### config.mk
export PLATFORM = sky130hd
export DESIGN_NAME = hazard_unit_multicycle
export DESIGN_NICKNAME = d
export VERILOG_FILES = /design/src/rtl/hazard_unit_multicycle.sv
export SDC_FILE = /design/constraint.sdc
export NUM_CORES = 1
export LEC_CHECK = 0
export CORE_MARGIN = 2
export CORE_UTILIZATION = 40
export DETAILED_ROUTE_END_ITERATION = 16
export DONT_BUFFER_PORTS = 1
export PLACE_DENSITY = 0.53
export SLEW_MARGIN = 20
export SYNTH_ARGS = -nofsm -noshare
export SYNTH_HDL_FRONTEND = slang
export SYNTH_SLANG_ARGS = --single-unit
### constraint.sdc
create_clock -name clk -period 2.4 [get_ports clk]
set_input_delay 0.24 -clock clk [delete_from_list [all_inputs] [get_ports clk]]
set_output_delay 0.24 -clock clk [all_outputs]
set_load 0.1 [all_outputs]
### src/rtl/hazard_unit_multicycle.sv
// Load-use / memory-freeze / branch-flush hazard controller for the 5-stage pipe.
// Optional perf counters are compiled in with `define HAZARD_PERF_CNT_EN.
module hazard_unit_multicycle #(
   parameter int REG_AW      = 5,
   parameter int LOAD_STALLS = 1,
   parameter int CNT_W       = 32
) (
   input  logic              clk,
   input  logic              reset,
   input  logic [REG_AW-1:0] id_rs1,
   input  logic [REG_AW-1:0] id_rs2,
   input  logic              id_uses_rs1,
   input  logic              id_uses_rs2,
   input  logic              ex_is_load,
   input  logic [REG_AW-1:0] ex_rd,
   input  logic              branch_taken,
   input  logic              dmem_busy,
   output logic              pc_hold,
   output logic              ifd_hold,
   output logic              de_hold,
   output logic              em_hold,
   output logic              de_bubble,
   output logic              ifd_flush,
   output logic [1:0]        stall_state,
   output logic [CNT_W-1:0]  stall_cycles,
   output logic [CNT_W-1:0]  flush_count
);

   typedef enum logic [1:0] {
      IDLE       = 2'd0,
      LOAD_STALL = 2'd1
   } state_t;

   localparam logic [3:0] INIT_REMAIN = 4'(LOAD_STALLS - 1);

   state_t     state_q, state_d;
   logic [3:0] remain_q, remain_d;
   logic       hazard_hit;

   // x0 is hardwired zero, so a load targeting it can never create a dependency
   assign hazard_hit = ex_is_load && (ex_rd != '0) &&
                       ((id_uses_rs1 && (id_rs1 == ex_rd)) ||
                        (id_uses_rs2 && (id_rs2 == ex_rd)));

   always_comb begin
      state_d   = state_q;
      remain_d  = remain_q;
      pc_hold   = 1'b0;
      ifd_hold  = 1'b0;
      de_hold   = 1'b0;
      em_hold   = 1'b0;
      de_bubble = 1'b0;
      ifd_flush = 1'b0;
      if (reset) begin
         state_d  = IDLE;
         remain_d = '0;
      end else if (dmem_busy) begin
         pc_hold  = 1'b1;
         ifd_hold = 1'b1;
         de_hold  = 1'b1;
         em_hold  = 1'b1;
      end else if (branch_taken) begin
         ifd_flush = 1'b1;
         de_bubble = 1'b1;
         state_d   = IDLE;
         remain_d  = '0;
      end else if (state_q == LOAD_STALL) begin
         pc_hold   = 1'b1;
         ifd_hold  = 1'b1;
         de_bubble = 1'b1;
         remain_d  = remain_q - 4'd1;
         if (remain_q == 4'd1) begin
            state_d = IDLE;
         end
      end else if (hazard_hit) begin
         pc_hold   = 1'b1;
         ifd_hold  = 1'b1;
         de_bubble = 1'b1;
         if (LOAD_STALLS > 1) begin
            state_d  = LOAD_STALL;
            remain_d = INIT_REMAIN;
         end
      end
   end

   always_ff @(posedge clk) begin
      if (reset) begin
         state_q  <= IDLE;
         remain_q <= '0;
      end else begin
         state_q  <= state_d;
         remain_q <= remain_d;
      end
   end

   assign stall_state = reset ? 2'd0 : state_q;

`ifdef HAZARD_PERF_CNT_EN
   logic [CNT_W-1:0] stall_cycles_q, stall_cycles_d;
   logic [CNT_W-1:0] flush_count_q, flush_count_d;

   // Both counters stick at all-ones instead of wrapping
   always_comb begin
      stall_cycles_d = stall_cycles_q;
      flush_count_d  = flush_count_q;
      if (pc_hold && (stall_cycles_q != '1)) begin
         stall_cycles_d = stall_cycles_q + 1'b1;
      end
      if (ifd_flush && (flush_count_q != '1)) begin
         flush_count_d = flush_count_q + 1'b1;
      end
   end

   always_ff @(posedge clk) begin
      if (reset) begin
         stall_cycles_q <= '0;
         flush_count_q  <= '0;
      end else begin
         stall_cycles_q <= stall_cycles_d;
         flush_count_q  <= flush_count_d;
      end
   end

   assign stall_cycles = stall_cycles_q;
   assign flush_count  = flush_count_q;
`else
   assign stall_cycles = '0;
   assign flush_count  = '0;
`endif

endmodule
* Word level (Yosys, flattened, before mapping)
Index checks and enable logic that the tools add are counted.
** Word-level totals
- Output and inout port bits :: 72
- Input bits :: 22
- Memories kept :: 0
- ROM bits :: 0
- Word-level logic and storage cells :: 37
- Latch bits :: 0
- Bits in writable memories :: 0
- Register bits :: 6
** Operators by class
- Mux-type cells :: 19
- Reduce and logical (&&, ||, !) cells :: 10
- Order comparisons :: 0
- Shift operators :: 0
- Add/subtract/negate cells :: 1
- Bitwise operators :: 1
- Multiply operators :: 0
- Eq/ne operators :: 4
- Div/mod/pow operators :: 0
** Operators with widths (number)
- 1-bit two-way mux :: 13
- 5-bit equality test :: 2
- 2-bit two-way mux :: 4
- 4-bit two-way mux :: 2
- 5-bit nonzero test :: 1
- 4-bit by 1-bit equality test with 1-bit output, second input constant :: 1
- 1-bit logical AND :: 4
- 2-bit nonzero test :: 2
- 4-bit by 1-bit subtractor with 4-bit output, second input constant :: 1
- 3-bit AND reduction :: 1
- 2-bit by 1-bit equality test with 1-bit output, second input constant :: 1
- 2-bit AND reduction :: 1
- 1-bit logical OR :: 1
- 1-bit inverter :: 1

* Logic depth before layout (Yosys ltp)
Gate-level depths: netlist of run 1.
- Word-level depth :: 9
- Gate-level depth with buffers :: 5
- Depth with buffers taken out :: 4

* Worst setup path after synthesis of run 1
No wires, ideal clock.
- Kind :: input port to output port
- From :: input reset
- To :: output pc_hold
- Path buffers :: 1
- Data arrival time :: 3.096 ns
- Path slack :: -0.936 ns
- Stages :: 3
- Data required time :: 2.160 ns
- Path through :: nor2b_1 -> o21bai_1 -> buf_4
** Between the ends
- Word-level cells in the longest chain between the ends :: 1
** Ends and longest elaborated chain
- start, declared :: line 9 : input logic reset,
- 1-bit two-way mux
- end, declared :: line 18 : output logic pc_hold,
Every way passes these cells.

* Worst setup path in the final report of run 1
- From :: input ex_rd[3]
- To :: output de_bubble
** Between the ends
- Word-level cells in the longest chain between the ends :: 9
- Elaborated cells on any way between the ends :: 13
- Those cells by class :: eq/ne: 2; mux: 5; reduce/logical: 6
** Ends and longest elaborated chain
- start, declared :: line 15 : input logic [REG_AW-1:0] ex_rd,
- 5-bit equality test, on equally long branches :: line 42, 43
- 1-bit logical AND, on equally long branches :: line 42, 43
- 1-bit logical OR :: line 42 : ((id_uses_rs1 && (id_rs1 == ex_rd)) ||
- 1-bit logical AND (*) :: line 41 : assign hazard_hit = ex_is_load && (ex_rd != '0) &&
- 1-bit two-way mux (*) :: line 75 : end else if (hazard_hit) begin
- 1-bit two-way mux (*) :: line 67 : end else if (state_q == LOAD_STALL) begin
- 1-bit two-way mux (*) :: line 62 : end else if (branch_taken) begin
- 1-bit two-way mux (*) :: line 57 : end else if (dmem_busy) begin
- 1-bit two-way mux (*) :: line 54 : if (reset) begin
- end, declared :: line 22 : output logic de_bubble,
Mark *: on every way between the ends. The rest lies on a longest branch, timed or not.

==> results of run 1 <==
[synth_stat cells]
| cell | count |
|---|---|
| buf_4 | 68 |
| xor2_1 | 8 |
| xnor2_1 | 2 |
| a32oi_1 | 1 |
| and2_0 | 1 |
| conb_1 | 1 |
| inv_1 | 1 |
| nand2_1 | 1 |
| nor2_1 | 1 |
| nor2b_1 | 1 |
| nor4_1 | 1 |
| nor4_2 | 1 |
| o21ai_2 | 1 |
| o21bai_1 | 1 |
| o41ai_2 | 1 |
| or3_1 | 1 |
| or4_1 | 1 |
[stage by stage]
| stage | area, µm² | instances | total power (W) | util (%) |
|---|---|---|---|---|
| finish | 519 | 109 | 0.000520 | 30.7 |
| global placement | 519 | 109 | 0.000518 | 30.7 |
| detailed placement | 519 | 109 | 0.000519 | 30.7 |
| CTS | 519 | 109 | 0.000519 | 30.7 |
| global route | 519 | 109 | 0.000532 | 30.7 |
| floorplan | 961 | 157 | 0.000593 | - |
[final timing paths]
kind,start,end,depth (start not counted)
worst min-delay path,reset,de_bubble,2
worst max-delay path,ex_rd[3],de_bubble,5
[cells by family after synthesis]
logic type,after synthesis
other,1
buffers and inverters,69
and+or+nand+nor,8
xor gates and xnor gates,10
AOI/OAI and AO/OA,4
[routing by layer]
layer / wire length (µm) / track usage, % / up-vias / part of all wire (%)
met5: 0 / 0 / - / 0
met4: 0 / 0 / 0 / 0
met3: 184 / 0.794 / 0 / 22
met2: 434 / 12.1 / 50 / 52
met1: 220 / 5.58 / 152 / 26
li1: - / - / 155 / -
[cell type report]
class | count | area (µm²)
Multi-Input combinational cell | 88 | 459
Timing Repair Buffer | 3 | 35.0
Fill cell | 192 | 1170
Tap cell | 17 | 21.3
Inverter | 1 | 3.75
[power by group through the flow]
stage,combinational [W],clock [W],sequential [W]
6_report,0.000520,0,0
5_1_grt,0.000532,0,0
4_1_cts,0.000519,0,0
3_5_place_dp,0.000519,0,0
3_3_place_gp,0.000518,0,0
2_1_floorplan,0.000593,0,0
==> flow_summary_export.csv, run 1 <==
group,metric,value,unit
run_status,status,"finished clean",
logic_synthesis,synth_compound_area_share,5.90,%
sta,rsz0062_at_grt,"no",
global_routing,grt_max_degree,5,
sta,max_slew_margin,44.7,%
global_routing,gr-total-overflow,0,
floorplan,coreArea,1690,µm²
placement,dp_hpwl,836,µm
layout,register_area,0,µm²
critical_path,worst_ep_arrival_time,1660,ps
critical_path,critPathMaxStageDelay,410,ps
cts,post_cts_buffers,0,
cts,cts_resized,0,
floorplan,initial_utilization,41.4,%
pwr,power.switching,0.000499,W
critical_path,crit_slowest_cell,"nor4_1",
sta,max_freq,526,MHz
sta,final.setup.worst_slack,499,ps
layout,nets,116,
hold_path,hold_path.class,"input port to output port",
pwr,power_frac_comb,100.0,%
sta,worstMarginPinSlew,829,ps
sta,hold_slack,757,ps
logic_synthesis,synth-xor-area-share,12.5,%
floorplan,die-area,2100,µm²
pwr,sequentialPowerShare,0,%
placement,place_ws,469,ps
route,first_pass_iters,2,
sta,min_period_over_period,79.2,%
logic_synthesis,ys_seq_area_share,0,%
critical_path,crit_type,"input port to output port",
critical_path,cp_max_fo,3,
sta,tns,0,ps
route,drt_iter0_drc,1,
pwr,peakVddDrop,0.000397,V
layout,seq_cell_count,0,
route,drcViolationCount,0,
floorplan,die_h,45.8,µm
layout,layout_commonest_cell,"conb_1",
global_routing,grt_pass1_wl,848,µm
logic_synthesis,synth_area_leaders,"buf_4 73%, xor2_1 10%, xnor2_1 2.5%",
logic_synthesis,yosys.area_share.adder,0,%
sta,drv_slew,0,
logic_synthesis,syn_inst,92,
logic_synthesis,synth_top_family_by_area,"buffers and inverters",
critical_path,startpoint_type,"input port",
pwr,clock_power_share,0,%
critical_path,crit_required,2160,ps
layout,num_antenna_cells,0,
critical_path,crit_chain,"xor2_1 -> nor4_1 -> a32oi_1 -> o41ai_4 -> buf_4",
route,wl_per_cell,7.69,µm
critical_path,crit_family,"compound AO/OA/AOI/OAI gates",
route,routed_wl,838,µm
route,vias,357,
floorplan,num_rows,15,
pwr,swShare,95.9,%
logic_synthesis,syn-cell-area,699,µm²
floorplan,io_pins,94,
floorplan,die_w,45.8,µm
sta,hold_violations,0,
logic_synthesis,yosys.area_share.simple,7.51,%
layout,layout-drive-gt1-share,8.70,%
logic_synthesis,yosys.area.top_type,"buf_4",
pwr,p_leak,0.324,nW
sta,min_period,1900,ps
pwr,p_int,0.0000213,W
sta,setup_viol,0,
global_routing,track_usage,5.53,%
critical_path,critPathBufInv,1,
layout,num-clock-buffers,0,
placement,gp_congestion,0.650,
logic_synthesis,ys_types,17,
placement,port_buffers,0,
pwr,powerDensity,1000,nW/µm²
cts,cts_hold_buffers,0,
job,max_cap_viol_count,0,
logic_synthesis,avgSynthCellArea,7.60,µm²
logic_synthesis,synthMuxAreaShare,0,%
layout,area_growth,-25.8,%
critical_path,end_kind,"output port",
route,ant_nets,0,
global_routing,antenna_found_initial,0,
logic_synthesis,ys.warnings.count,0,
layout,final_cell_mix,"66 x conb_1, 8 x xor2_1, 2 x xnor2_1, 2 x buf_4",
global_routing,grt_pass1_vias,216,
logic_synthesis,synthDominantCellAreaShare,73.0,%
route,vias_per_cell,3.28,
No activity file was read; power rests on OpenSTA's default activity.
==> run 2, diff against run 1 <==
==> constraint.sdc (replaced) <==
create_clock -name clk -period 1.8 [get_ports clk]
set_input_delay 0.18 -clock clk [delete_from_list [all_inputs] [get_ports clk]]
set_output_delay 0.18 -clock clk [all_outputs]
set_load 0.1 [all_outputs]
==> run 2 against run 1 <==
  * Wire length grew 12%
  * Global-route usage grew 1.1 points
  * Cell count grew 2.8%
  * Critical endpoint is now ifd_hold
  * Highest routed layer is now met4
  * First-iteration DRC count is the same
  * Clock-buffer cell count is the same
  * Worst setup slack lost 270 ps
  * Largest cell class unchanged
  * Final area grew 11%
  * Core utilization grew 3.3 points
  * Via count grew 2.8%
  * Critical path depth is the same
==> flow_summary_export.csv, run 2 (same netlist as run 1, synthesis figures left out) <==
group,metric,value,unit
placement,dp_hpwl,928,µm
critical_path,startpoint_type,"input port",
critical_path,end_kind,"output port",
floorplan,io_pins,94,
pwr,power_frac_comb,100.0,%
placement,place_ws,213,ps
critical_path,crit_chain,"or4_1 -> o21ai_2 -> or3_1 -> o21bai_4 -> buf_12",
critical_path,crit_slowest_cell,"or4_1",
layout,layout-drive-gt1-share,12.6,%
global_routing,gr-total-overflow,0,
pwr,swShare,94.6,%
pwr,p_leak,0.348,nW
layout,area_growth,-17.9,%
cts,cts_resized,0,
critical_path,critPathBufInv,1,
critical_path,cp_max_fo,3,
global_routing,grt_pass1_wl,1050,µm
layout,fin_area,574,µm²
route,drcViolationCount,0,
placement,port_buffers,0,
placement,place_area,574,µm²
global_routing,grt_max_degree,5,
sta,hold_violations,0,
pwr,sequentialPowerShare,0,%
route,wl_per_cell,8.37,µm
layout,num-clock-buffers,0,
layout,final_cell_mix,"66 x conb_1, 8 x xor2_1, 3 x buf_12, 3 x buf_4, 2 x xnor2_1",
job,max_cap_viol_count,0,
floorplan,initial_utilization,41.4,%
pwr,peakVddDrop,0.000519,V
floorplan,die_h,45.8,µm
sta,min_period_over_period,87.5,%
layout,nets,119,
route,first_pass_iters,2,
layout,layout_commonest_cell,"conb_1",
floorplan,die-area,2100,µm²
floorplan,num_rows,15,
cts,cts_hold_buffers,0,
sta,rsz0062_at_grt,"no",
layout,seq_cell_count,0,
layout,num_antenna_cells,0,
critical_path,crit_family,"simple AND/OR/NAND/NOR gates",
pwr,power.switching,0.000669,W
route,routed_wl,937,µm
sta,worstMarginPinSlew,549,ps
global_routing,grt_pass1_vias,233,
pwr,p_int,0.0000382,W
floorplan,coreArea,1690,µm²
pwr,clock_power_share,0,%
critical_path,crit_required,1620,ps
sta,final.setup.worst_slack,225,ps
global_routing,track_usage,6.66,%
hold_path,min_from,"dmem_busy",
route,drt_iter0_drc,1,
route,ant_nets,0,
hold_path,hold_path.class,"input port to output port",
layout,nFillCells,188,
floorplan,die_w,45.8,µm
critical_path,crit_type,"input port to output port",
cts,post_cts_buffers,0,
run_status,status,"finished clean",
sta,max_slew_margin,63.7,%
layout,register_area,0,µm²
sta,tns,0,ps
placement,gp_congestion,0.679,
critical_path,critPathMaxStageDelay,560,ps
critical_path,worst_ep_arrival_time,1400,ps
route,vias_per_cell,3.28,
sta,setup_viol,0,
sta,max_freq,635,MHz
sta,min_period,1580,ps
layout,final_util,34.0,%
pwr,powerDensity,1230,nW/µm²
global_routing,antenna_found_initial,0,
route,vias,367,
sta,drv_slew,0,
critical_path,cp-startpoint,"ex_rd[1]",
==> run 2: cell types whose count changed in the layout (fill, tap and decap cells not counted), sizes merged <==
cell | previous run | this run
buf | 3 | 6
==> run 2: worst paths after layout <==
path	to	slack, ps	cells past startpoint
setup / recovery	ifd_hold	220	5
hold / removal	de_bubble	600	2
==> run 2: area by class of cell <==
type                       count  area (µm²)  share of cell area [%]
multi-input combinational     88         467                    81.3
tap                           17        21.3                    3.70
timing repair buffer           6        82.6                    14.4
inverter                       1        3.75                   0.654
==> run 2: power by group through the flow <==
| stage | combinational (W) | clock, W | sequential [W] |
|---|---|---|---|
| 2_1_floorplan | 0.000795 | 0 | 0 |
| 3_3_place_gp | 0.000704 | 0 | 0 |
| 3_5_place_dp | 0.000705 | 0 | 0 |
| 4_1_cts | 0.000705 | 0 | 0 |
| 5_1_grt | 0.000721 | 0 | 0 |
| 6_report | 0.000707 | 0 | 0 |
==> run 2: through the flow <==
stage / power (W) / std cells / hold WS (ps)
2_1_floorplan: 0.000795 / 157 / 465
3_3_place_gp: 0.000704 / 112 / 597
3_5_place_dp: 0.000705 / 112 / 600
4_1_cts: 0.000705 / 112 / 600
5_1_grt: 0.000721 / 112 / 605
6_report: 0.000707 / 112 / 598
==> run 2: layer usage <==
metal / GRT usage (%) / part of all wire [%] / vias up
met2: 13.0 / 49 / 52
met5: 0 / 0 / -
li1: - / - / 162
met4: 0.571 / 0.96 / 0
met1: 7.91 / 28 / 151
met3: 0.794 / 21 / 2
